## src/rtl/svm_seq_mac_classifier_pkg.sv

```systemverilog
// Shared state type, width helpers and saturating add for the sequential-MAC SVM classifier.
package svm_pkg;

    typedef enum logic [1:0] {
        S_IDLE,
        S_MAC,
        S_ARGMAX,
        S_DONE
    } svm_state_e;

    // Wide enough that neither an accumulator nor a product can overflow before clamping.
    localparam int SVM_WIDE_W = 64;
    typedef logic signed [SVM_WIDE_W-1:0] svm_wide_t;

    function automatic int svm_clog2w(input int n);
        int w;
        w = 0;
        while ((1 << w) < n) begin
            w++;
        end
        return (w < 1) ? 1 : w;
    endfunction

    function automatic int svm_prod_w(input int inW, input int wW);
        return inW + wW + 1;
    endfunction

    function automatic svm_wide_t sat_add(input svm_wide_t a, input svm_wide_t b, input int accW);
        svm_wide_t sum;
        svm_wide_t hi;
        svm_wide_t lo;
        sum = a + b;
        hi  = (svm_wide_t'(1) <<< (accW - 1)) - svm_wide_t'(1);
        lo  = -hi - svm_wide_t'(1);
        if (sum > hi) begin
            return hi;
        end
        if (sum < lo) begin
            return lo;
        end
        return sum;
    endfunction

endpackage

```

## src/rtl/svm_seq_mac_classifier_if.sv

```systemverilog
// Feature-in / result-out valid-ready bundle of the sequential-MAC SVM classifier.
interface svm_seq_mac_classifier_if
    import svm_pkg::*;
#(
    parameter int N_FEAT  = 21,
    parameter int IN_W    = 4,
    parameter int N_CLASS = 1,
    parameter int ACC_W   = 14
);
    localparam int CLS_W = svm_clog2w(N_CLASS);

    logic                      in_valid;
    logic                      in_ready;
    logic [N_FEAT*IN_W-1:0]    in_feat;
    logic                      out_valid;
    logic                      out_ready;
    logic [CLS_W-1:0]          out_class;
    logic signed [ACC_W-1:0]   out_score;
    logic [N_CLASS*ACC_W-1:0]  out_scores;

    modport master (
        output in_valid, in_feat, out_ready,
        input  in_ready, out_valid, out_class, out_score, out_scores
    );

    modport slave (
        input  in_valid, in_feat, out_ready,
        output in_ready, out_valid, out_class, out_score, out_scores
    );

endinterface

```

## src/rtl/svm_seq_mac_classifier_mac_lane.sv

```systemverilog
// One class accumulator: weight mux, signed product and wrapping or saturating add.
// Optional saturation is enabled with `define SVM_SEQ_SAT_EN.
module svm_mac_lane
    import svm_pkg::*;
#(
    parameter int N_FEAT = 21,
    parameter int IN_W   = 4,
    parameter int W_W    = 8,
    parameter int ACC_W  = 14,
    parameter int FIDX_W = svm_clog2w(N_FEAT),
    parameter logic [N_FEAT*W_W-1:0] LANE_WEIGHTS = '0,
    parameter logic [ACC_W-1:0]      INTERCEPT    = '0
) (
    input  logic                    clk,
    input  logic                    rst,
    input  logic                    load_i,
    input  logic                    en_i,
    input  logic [FIDX_W-1:0]       featIdx_i,
    input  logic [IN_W-1:0]         feat_i,
    output logic signed [ACC_W-1:0] acc_o
);
    localparam int PROD_W = svm_prod_w(IN_W, W_W);

    logic signed [W_W-1:0]    weight;
    logic signed [PROD_W-1:0] prod;
    svm_wide_t                sum;
    logic signed [ACC_W-1:0]  acc_q;
    logic signed [ACC_W-1:0]  acc_d;

    // Features are unsigned, so a zero MSB is prepended before the signed multiply.
    always_comb begin
        weight = LANE_WEIGHTS[featIdx_i*W_W +: W_W];
        prod   = PROD_W'($signed({1'b0, feat_i})) * PROD_W'(weight);
`ifdef SVM_SEQ_SAT_EN
        sum    = sat_add(svm_wide_t'(acc_q), svm_wide_t'(prod), ACC_W);
`else
        sum    = svm_wide_t'(acc_q) + svm_wide_t'(prod);
`endif
        acc_d  = acc_q;
        if (load_i) begin
            acc_d = INTERCEPT;
        end else if (en_i) begin
            acc_d = ACC_W'(sum);
        end
    end

    always_ff @(posedge clk or posedge rst) begin
        if (rst) begin
            acc_q <= '0;
        end else begin
            acc_q <= acc_d;
        end
    end

    assign acc_o = acc_q;

endmodule

```

## src/rtl/svm_seq_mac_classifier.sv

```systemverilog
// Time-multiplexed linear SVM: N_CLASS lanes accumulate one feature per cycle, then a sequential argmax.
// Define SVM_SEQ_SAT_EN for saturating accumulation instead of two's-complement wrap.
module svm_seq_mac_classifier
    import svm_pkg::*;
#(
    parameter int N_FEAT  = 21,
    parameter int IN_W    = 4,
    parameter int W_W     = 8,
    parameter int N_CLASS = 1,
    parameter int ACC_W   = 14,
    parameter logic [N_CLASS*N_FEAT*W_W-1:0] WEIGHTS    = '0,
    parameter logic [N_CLASS*ACC_W-1:0]      INTERCEPTS = '0
) (
    input logic clk,
    input logic rst,
    svm_seq_mac_classifier_if.slave bus
);
    localparam int CLS_W  = svm_clog2w(N_CLASS);
    localparam int FIDX_W = svm_clog2w(N_FEAT);
    localparam int KIDX_W = CLS_W + 1;

    svm_state_e               state_q;
    logic                     inReady_q;
    logic                     outValid_q;
    logic [CLS_W-1:0]         outClass_q;
    logic signed [ACC_W-1:0]  outScore_q;
    logic [N_CLASS*ACC_W-1:0] outScores_q;
    logic [N_FEAT*IN_W-1:0]   feat_q;
    logic [FIDX_W-1:0]        fIdx_q;
    logic [KIDX_W-1:0]        kIdx_q;
    logic [CLS_W-1:0]         best_q;

    logic signed [ACC_W-1:0]  acc [N_CLASS];
    logic [N_CLASS*ACC_W-1:0] scoresFlat;
    logic [IN_W-1:0]          featSel;
    logic [CLS_W-1:0]         kSel;
    logic                     accept;
    logic                     laneEn;
    logic                     kGreater;

    assign accept  = (state_q == S_IDLE) && bus.in_valid && inReady_q;
    assign laneEn  = (state_q == S_MAC);
    assign featSel = feat_q[fIdx_q*IN_W +: IN_W];
    assign kSel    = kIdx_q[CLS_W-1:0];

    always_comb begin
        kGreater = 1'b0;
        if (kIdx_q < KIDX_W'(N_CLASS)) begin
            kGreater = acc[kSel] > acc[best_q];
        end
    end

    for (genvar c = 0; c < N_CLASS; c++) begin : g_lane
        svm_mac_lane #(
            .N_FEAT      (N_FEAT),
            .IN_W        (IN_W),
            .W_W         (W_W),
            .ACC_W       (ACC_W),
            .FIDX_W      (FIDX_W),
            .LANE_WEIGHTS(WEIGHTS[c*N_FEAT*W_W +: N_FEAT*W_W]),
            .INTERCEPT   (INTERCEPTS[c*ACC_W +: ACC_W])
        ) u_lane (
            .clk      (clk),
            .rst      (rst),
            .load_i   (accept),
            .en_i     (laneEn),
            .featIdx_i(fIdx_q),
            .feat_i   (featSel),
            .acc_o    (acc[c])
        );
        assign scoresFlat[c*ACC_W +: ACC_W] = acc[c];
    end

    // ARGMAX always ends with one extra cycle that registers the outputs, so a
    // single-class build passes through it too and keeps latency N_FEAT+N_CLASS.
    always_ff @(posedge clk or posedge rst) begin
        if (rst) begin
            state_q     <= S_IDLE;
            inReady_q   <= 1'b1;
            outValid_q  <= 1'b0;
            outClass_q  <= '0;
            outScore_q  <= '0;
            outScores_q <= '0;
            feat_q      <= '0;
            fIdx_q      <= '0;
            kIdx_q      <= '0;
            best_q      <= '0;
        end else begin
            case (state_q)
                S_IDLE: begin
                    if (accept) begin
                        feat_q    <= bus.in_feat;
                        fIdx_q    <= '0;
                        inReady_q <= 1'b0;
                        state_q   <= S_MAC;
                    end
                end
                S_MAC: begin
                    fIdx_q <= fIdx_q + FIDX_W'(1);
                    if (fIdx_q == FIDX_W'(N_FEAT - 1)) begin
                        best_q  <= '0;
                        kIdx_q  <= KIDX_W'(1);
                        state_q <= S_ARGMAX;
                    end
                end
                S_ARGMAX: begin
                    if (kIdx_q < KIDX_W'(N_CLASS)) begin
                        if (kGreater) begin
                            best_q <= kSel;
                        end
                        kIdx_q <= kIdx_q + KIDX_W'(1);
                    end else begin
                        outValid_q  <= 1'b1;
                        outClass_q  <= best_q;
                        outScore_q  <= acc[best_q];
                        outScores_q <= scoresFlat;
                        state_q     <= S_DONE;
                    end
                end
                S_DONE: begin
                    if (bus.out_ready) begin
                        outValid_q <= 1'b0;
                        inReady_q  <= 1'b1;
                        state_q    <= S_IDLE;
                    end
                end
                default: state_q <= S_IDLE;
            endcase
        end
    end

    assign bus.in_ready   = inReady_q;
    assign bus.out_valid  = outValid_q;
    assign bus.out_class  = outClass_q;
    assign bus.out_score  = outScore_q;
    assign bus.out_scores = outScores_q;

endmodule

```

## src/flat_wrapper.sv

```systemverilog
// flat-port wrapper written by rule: the top's interface ports become plain ports
module svm_seq_mac_classifier_flat import svm_pkg::*;
#(
    parameter int N_FEAT  = 21,
    parameter int IN_W    = 4,
    parameter int W_W     = 8,
    parameter int N_CLASS = 1,
    parameter int ACC_W   = 14,
    parameter logic [N_CLASS*N_FEAT*W_W-1:0] WEIGHTS    = '0,
    parameter logic [N_CLASS*ACC_W-1:0]      INTERCEPTS = '0
)
  (clk, rst, bus_in_valid, bus_in_feat, bus_out_ready, bus_in_ready, bus_out_valid, bus_out_class, bus_out_score, bus_out_scores);
  svm_seq_mac_classifier_if #(.N_FEAT(N_FEAT), .IN_W(IN_W), .N_CLASS(N_CLASS), .ACC_W(ACC_W)) bus_i ();
  input logic clk;
  input logic rst;
  input wire logic [$bits(bus_i.in_valid)-1:0] bus_in_valid;
  input wire logic [$bits(bus_i.in_feat)-1:0] bus_in_feat;
  input wire logic [$bits(bus_i.out_ready)-1:0] bus_out_ready;
  output wire logic [$bits(bus_i.in_ready)-1:0] bus_in_ready;
  output wire logic [$bits(bus_i.out_valid)-1:0] bus_out_valid;
  output wire logic [$bits(bus_i.out_class)-1:0] bus_out_class;
  output wire logic [$bits(bus_i.out_score)-1:0] bus_out_score;
  output wire logic [$bits(bus_i.out_scores)-1:0] bus_out_scores;
  assign bus_i.in_valid = bus_in_valid;
  assign bus_i.in_feat = bus_in_feat;
  assign bus_i.out_ready = bus_out_ready;
  assign bus_in_ready = bus_i.in_ready;
  assign bus_out_valid = bus_i.out_valid;
  assign bus_out_class = bus_i.out_class;
  assign bus_out_score = bus_i.out_score;
  assign bus_out_scores = bus_i.out_scores;
  svm_seq_mac_classifier #(.N_FEAT(N_FEAT), .IN_W(IN_W), .W_W(W_W), .N_CLASS(N_CLASS), .ACC_W(ACC_W), .WEIGHTS(WEIGHTS), .INTERCEPTS(INTERCEPTS)) u_core (.clk(clk), .rst(rst), .bus(bus_i));
endmodule
```

## config.mk

```make
export PLATFORM = sky130hd
export DESIGN_NAME = svm_seq_mac_classifier_flat
export DESIGN_NICKNAME = d
export VERILOG_FILES = /design/src/rtl/svm_seq_mac_classifier_pkg.sv /design/src/rtl/svm_seq_mac_classifier_if.sv /design/src/rtl/svm_seq_mac_classifier_mac_lane.sv /design/src/rtl/svm_seq_mac_classifier.sv /design/src/flat_wrapper.sv
export SDC_FILE = /design/constraint.sdc
export NUM_CORES = 1
export LEC_CHECK = 0
export ABC_AREA = 1
export CAP_MARGIN = 10
export CORE_MARGIN = 4
export CORE_UTILIZATION = 40
export CTS_CLUSTER_SIZE = 28
export DETAILED_ROUTE_END_ITERATION = 8
export PLACE_DENSITY = 0.95
export SYNTH_ARGS = -nofsm -noshare
export SYNTH_HDL_FRONTEND = slang
export SYNTH_SLANG_ARGS = --single-unit
```

## constraint.sdc

```tcl
create_clock -name clk -period 3.09 [get_ports clk]
set_clock_uncertainty 0.2 [all_clocks]
set_input_delay 0.618 -clock clk [delete_from_list [all_inputs] [get_ports clk]]
set_output_delay 0.618 -clock clk [all_outputs]
set_load 0.02 [all_outputs]
```

==> metrics.csv, run 1 <==
metric,value,unit
Routed met3 length,165,µm
outcome,"complete, no violations",
r2r worst-path depth,7,
hold bufs inserted after CTS,0,
synthesis-to-finish area growth,20.26,%
"Hold Vio Cnt, Final",0,
Post-Layout Cell Count,294,
GRT overflow,0,
CTS Buf Count,5,
worst path bufs/invs,1,
cells after synthesis,215,
fillers,446,
met1 WL,1.495,mm
Startpoint Class,flip-flop,
Die ar.,6009,µm²
Detailed Route Iter0 Violations,85,
Worst slew margin,0.6675,
hold endpoint,u_core.g_lane[0].u_lane.acc_o[0]$_DFFE_PP0P_,
fin nets,335,
Syn Nets,311,
CP top delay family,buffers and inverters,
first-pass GRT wire length,5.899,mm
Die H,77.52,µm
dpl hpwl,2.376,mm
Synth area leaders,"dfrtp_1, nand2_1, inv_1",
WHS Path Cells,2,
Clock Pin Slew Worst Setup and Hold Paths,80,ps
WS Path Type,flip-flop to primary output,
port bufs,34,
Cell Count Post-Placement,286,
CP Capture Type,primary output,
area fraction of the dominant cell type after synthesis,0.5178,
via-per-instance ratio,4.595,
Avg Inst Size Synth,8.991,µm²
final setup fails,0,
area of the multi-input gates,633.1,µm²
buffer count from post-CTS setup fixing,0,
leading area contributor after synthesis,dfrtp_1,
worst-skew pair later-pin latency,290,ps
hold wc startpoint,u_core.g_lane[0].u_lane.acc_o[0]$_DFFE_PP0P_,
final antenna-violating net count,0,
post-synthesis cell type count,27,
"commonest non-fill, non-tap cell in the layout",nand2_1,
DR WL/cell,11.21,µm
IO Pins,119,
mapped cell area,1933,µm²
max cap viols,0,
YS warnings,0,
register area,1027,µm²
H-Tree Depth,2,
CP required,2270,ps
Crit path arrival time,1490,ps
worst ir drop on vdd,0.5329,mV
WP depth,1,
worst-path fanout max,4,
min Tclk post-route,2312,ps
period utilization,0.7484,
vias in the first global route,1360,
routed wl met2,1.576,mm
layout cells sized above 1,0.1000,
r2r setup slk,1370,ps
RR Startpoint,u_core.state_q[1]$_DFFE_PP0P_,
most frequent cells in the layout,"nand2_1, dfrtp_1, clkdlybuf4s50_1",
Worst Hold Margin,269.5,ps
FF-to-FF End,u_core.fIdx_q[3]$_DFFE_PP0P_,
Worst-Margin Slew,498.7,ps
final setup TNS,0,ps
CTS resizes,0,
crit-path cells,clkdlybuf4s50_1,
initial antenna violation count,0,
DR pass1 iterations,4,
ANT cells,0,
clk buf depth,2,
DR vias,1351,
GRT Total Usage,0.1234,
die width,77.52,µm
CTS tree,built,
uppermost routed layer,met4,
Clock Sinks,41,
Power Total,1.685,mW
row cnt,25,
Root Driver,clkbuf_8,
maximum clock rate,432.4,MHz
initial core utilization,0.4120,
largest net degree at the start of global routing,42,
Pwr per Cell Area,724.8,nW/µm²
GP Congestion,0.7660,
Total Wirelength,3.297,mm
DRC violations left,0,
CP max stage cell,clkdlybuf4s50_1,
CP peak stage delay,620,ps
number of synthesized register bits,41,
sequential fraction of the synthesis area,0.5314,
HP Class,flip-flop to flip-flop,
Placeable Area,4692,µm²
Leakage,1.281,nW
RSZ-0062 raised after global routing,false,
final slew viol count,0,
-- cell usage after synthesis, drive strengths merged --
cell   instances
a41oi          1
buf           18
nor2           6
nand4          3
o21ai          6
dfrtp         40
a21oi          2
nand2         83
or2            2
inv           33
a31oi          1
dfstp          1
o22ai          1
ha             8
nand3         10
-- state kept, by name (all words and copies together) (netlist names) --
signal                      flops
u_core.bus.out_valid            1
u_core.g_lane.u_lane.acc_o     14
u_core.bus.out_scores          14
u_core.kIdx_q                   2
u_core.fIdx_q                   5
u_core.bus.in_ready             1
u_core.best_q                   1
u_core.bus.out_class            1
u_core.state_q                  2
-- worst register-to-register path: cells and delay by family, from the launching register on --
family	cells	cell delay (ps)
fa+ha+maj	1	260
buf+inv	1	110
flops	1	420
simple gates	4	550
compound gates	1	90
-- per-stage QoR --
stage          utilization  setup WS [ps]  instance area [µm²]
5_1_grt             0.4955          728.8                 2325
3_5_place_dp        0.4699          989.0                 2205
6_report            0.4955          777.6                 2325
4_1_cts             0.4955          758.0                 2325
2_1_floorplan            -           1328                 1933
3_3_place_gp        0.4699           1047                 2205
-- logic make-up (layout without fill, tap and decap cells) --
| family | count (synthesis) | in the layout | synth area share |
|---|---|---|---|
| flip-flops | 41 | 41 | 0.5314 |
| adder cells (fa/ha/maj) | 8 | 8 | 0.05178 |
| AO/OA/AOI/OAI | 11 | 11 | 0.03172 |
| AND/OR/NAND/NOR | 104 | 104 | 0.2440 |
| buffers and inverters | 51 | 76 | 0.1411 |
-- layout make-up --
cell class / count / area share
clock buffers: 6 / 0.03552
clock inverters: 2 / 0.01615
inverters: 33 / 0.05544
multi-input cells: 123 / 0.2723
flip-flops and latches: 41 / 0.4419
well taps: 54 / 0.02906
repair buffers: 35 / 0.1496
-- power by group --
| group | switching [mW] | internal [mW] | total, mW |
|---|---|---|---|
| logic | 0.376 | 0.198 | 0.575 |
| registers | 0.0595 | 0.605 | 0.665 |
| clock network | 0.183 | 0.263 | 0.446 |
| total | 0.619 | 1.07 | 1.69 |
-- worst max-delay path by stage --
stage                                        end                            start  slack [ps]
floorplan              u_core.best_q$_DFFE_PP0P_                              rst        1330
global placement    u_core.fIdx_q[4]$_DFFE_PP0P_                     bus_in_valid        1050
detailed placement  u_core.fIdx_q[3]$_DFFE_PP0P_                     bus_in_valid         990
CTS                                 bus_in_ready  u_core.bus.in_ready$_DFFE_PP1P_         760
global route                        bus_in_ready  u_core.bus.in_ready$_DFFE_PP1P_         730
finish                              bus_in_ready  u_core.bus.in_ready$_DFFE_PP1P_         780
-- routing by layer --
layer,vias to the layer above,GRT usage
met5,-,0
met4,0,0.04804
met3,6,0.03944
met2,35,0.2038
met1,628,0.1496
li1,682,-
Power figures use the tool's default switching activity.
==> inputs of run 2 (changes only) <==
--- a/config.mk
+++ b/config.mk
@@ -8,10 +8,10 @@
 export ABC_AREA = 1
 export CAP_MARGIN = 10
 export CORE_MARGIN = 4
-export CORE_UTILIZATION = 40
+export CORE_UTILIZATION = 37
 export CTS_CLUSTER_SIZE = 28
 export DETAILED_ROUTE_END_ITERATION = 8
-export PLACE_DENSITY = 0.95
+export PLACE_DENSITY = 0.9
 export SYNTH_ARGS = -nofsm -noshare
 export SYNTH_HDL_FRONTEND = slang
 export SYNTH_SLANG_ARGS = --single-unit
==> constraint.sdc (replaced) <==
create_clock -name clk -period 2.2 [get_ports clk]
set_clock_uncertainty 0.2 [all_clocks]
set_input_delay 0.44 -clock clk [delete_from_list [all_inputs] [get_ports clk]]
set_output_delay 0.44 -clock clk [all_outputs]
set_load 0.02 [all_outputs]
==> metrics.csv, run 2 (synthesized netlist as in run 1, its figures left out) <==
metric,value,unit
outcome,"complete, no violations",
Sw Ratio,0.3804,
final antenna-violating net count,0,
Startpoint Class,flip-flop,
final setup TNS,0,ps
row cnt,26,
initial core utilization,0.3809,
Die H,80.28,µm
DR pass1 iterations,4,
sequential share of power,0.420,
Pint,1.382,mW
HP Class,flip-flop to flip-flop,
placed cell areas,2237,µm²
CP max stage cell,clkdlybuf4s50_1,
GR Util met3,0.04372,
GP Congestion,0.7327,
CP required,1560,ps
Total Wirelength,3.463,mm
CP peak stage delay,610,ps
Clock Pin Slew Worst Setup and Hold Paths,80,ps
H-Tree Depth,2,
largest net degree at the start of global routing,42,
M2 GR Usage,0.2012,
crit-path cells,clkdlybuf4s50_1,
hold bufs inserted after CTS,0,
buffer count from post-CTS setup fixing,0,
ANT cells,0,
IO Pins,119,
CTS Buf Count,5,
"commonest non-fill, non-tap cell in the layout",nand2_1,
RR Startpoint,u_core.state_q[0]$_DFFE_PP0P_,
CTS tree,built,
dpl hpwl,2.504,mm
"Hold Vio Cnt, Final",0,
Root Driver,clkbuf_8,
fin area,2323,µm²
layout cells sized above 1,0.09205,
gr busiest metal,met2,
CTS resizes,0,
WS Path Type,flip-flop to primary output,
Crit path arrival time,1490,ps
worst-skew pair later-pin latency,290,ps
worst-path fanout max,4,
Leakage,1.272,nW
fin nets,335,
global routing usage on met1,0.1516,
Pwr per Cell Area,959.6,nW/µm²
worst path bufs/invs,1,
DRC violations left,0,
clk buf depth,2,
GRT Total Usage,0.1219,
period utilization,0.9671,
worst ir drop on vdd,0.4800,mV
synthesis-to-finish area growth,20.19,%
CP top delay family,buffers and inverters,
Clock Sinks,41,
clock network fraction of total power,0.218,
Worst slew margin,0.7610,
DR vias,1355,
maximum clock rate,470.0,MHz
Logic pwr share,0.362,
die width,80.28,µm
Switching Power,0.8480,mW
GRT overflow,0,
min Tclk post-route,2128,ps
max cap viols,0,
most frequent cells in the layout,"nand2_1, dfrtp_1, clkdlybuf4s50_1",
Crit. Startpoint,u_core.bus.in_ready$_DFFE_PP1P_,
RSZ-0062 raised after global routing,false,
port bufs,34,
Placeable Area,5075,µm²
vias in the first global route,1413,
CP Capture Type,primary output,
Detailed Route Iter0 Violations,82,
hold wc startpoint,u_core.g_lane[0].u_lane.acc_o[1]$_DFFE_PP0P_,
via-per-instance ratio,4.385,
Die ar.,6445,µm²
DR WL/cell,11.21,µm
initial antenna violation count,0,
Worst-Margin Slew,358.4,ps
final setup fails,0,
final slew viol count,0,
first-pass GRT wire length,6.092,mm
[run 2: cell type report]
type,instances,area (µm²)
clock buffers,7,86.33
fillers,512,2751
inverters,33,128.9
multi-input cells,123,633.1
flip-flops and latches,41,1027
well taps,70,87.58
repair buffers,35,360.3
[run 2: power groups by stage]
stage          Sequential [mW]  Combinational (mW)  Clock (mW)
2_1_floorplan            0.952               0.654           0
3_3_place_gp             0.941               0.773           0
3_5_place_dp             0.948               0.814           0
4_1_cts                  0.934               0.819       0.498
5_1_grt                  0.950               0.925       0.534
6_report                 0.937               0.807       0.486
[run 2: worst min-delay path: stages, from the launching register on]
cell and delay [ps]:
dfrtp_1 340, nand2_1 50, inv_1 40
[run 2: worst paths after layout]
kind,end,slack (ps),depth (start not counted)
worst min-delay path,u_core.g_lane[0].u_lane.acc_o[1]$_DFFE_PP0P_,270,2
worst min register to register,u_core.g_lane[0].u_lane.acc_o[1]$_DFFE_PP0P_,270,2
max in group asynchronous,u_core.bus.in_ready$_DFFE_PP1P_,1240,3
min in group asynchronous,u_core.fIdx_q[2]$_DFFE_PP0P_,310,3
worst max-delay path,bus_in_ready,70,1
worst max register to register,u_core.fIdx_q[4]$_DFFE_PP0P_,440,7
[run 2: routing by layer]
metal  vias to the layer above  part of all wire
met4                         0            0.0098
met1                       637              0.45
met3                         6             0.047
met5                         -                 0
met2                        30              0.49
li1                        682                 -
[run 2: per-stage QoR]
stage                     instances    util  hold WS [ps]  power (mW)  worst slack (ps)
after global routing            309  0.4578         292.7       2.409             24.96
after CTS                       309  0.4578         271.2       2.251             61.89
after detailed placement        302  0.4408         252.4       1.763             278.1
after floorplan                 215       -         236.5       1.606             615.7
final                           309  0.4578         265.3       2.230             72.46
after global placement          302  0.4408         249.4       1.714             340.2
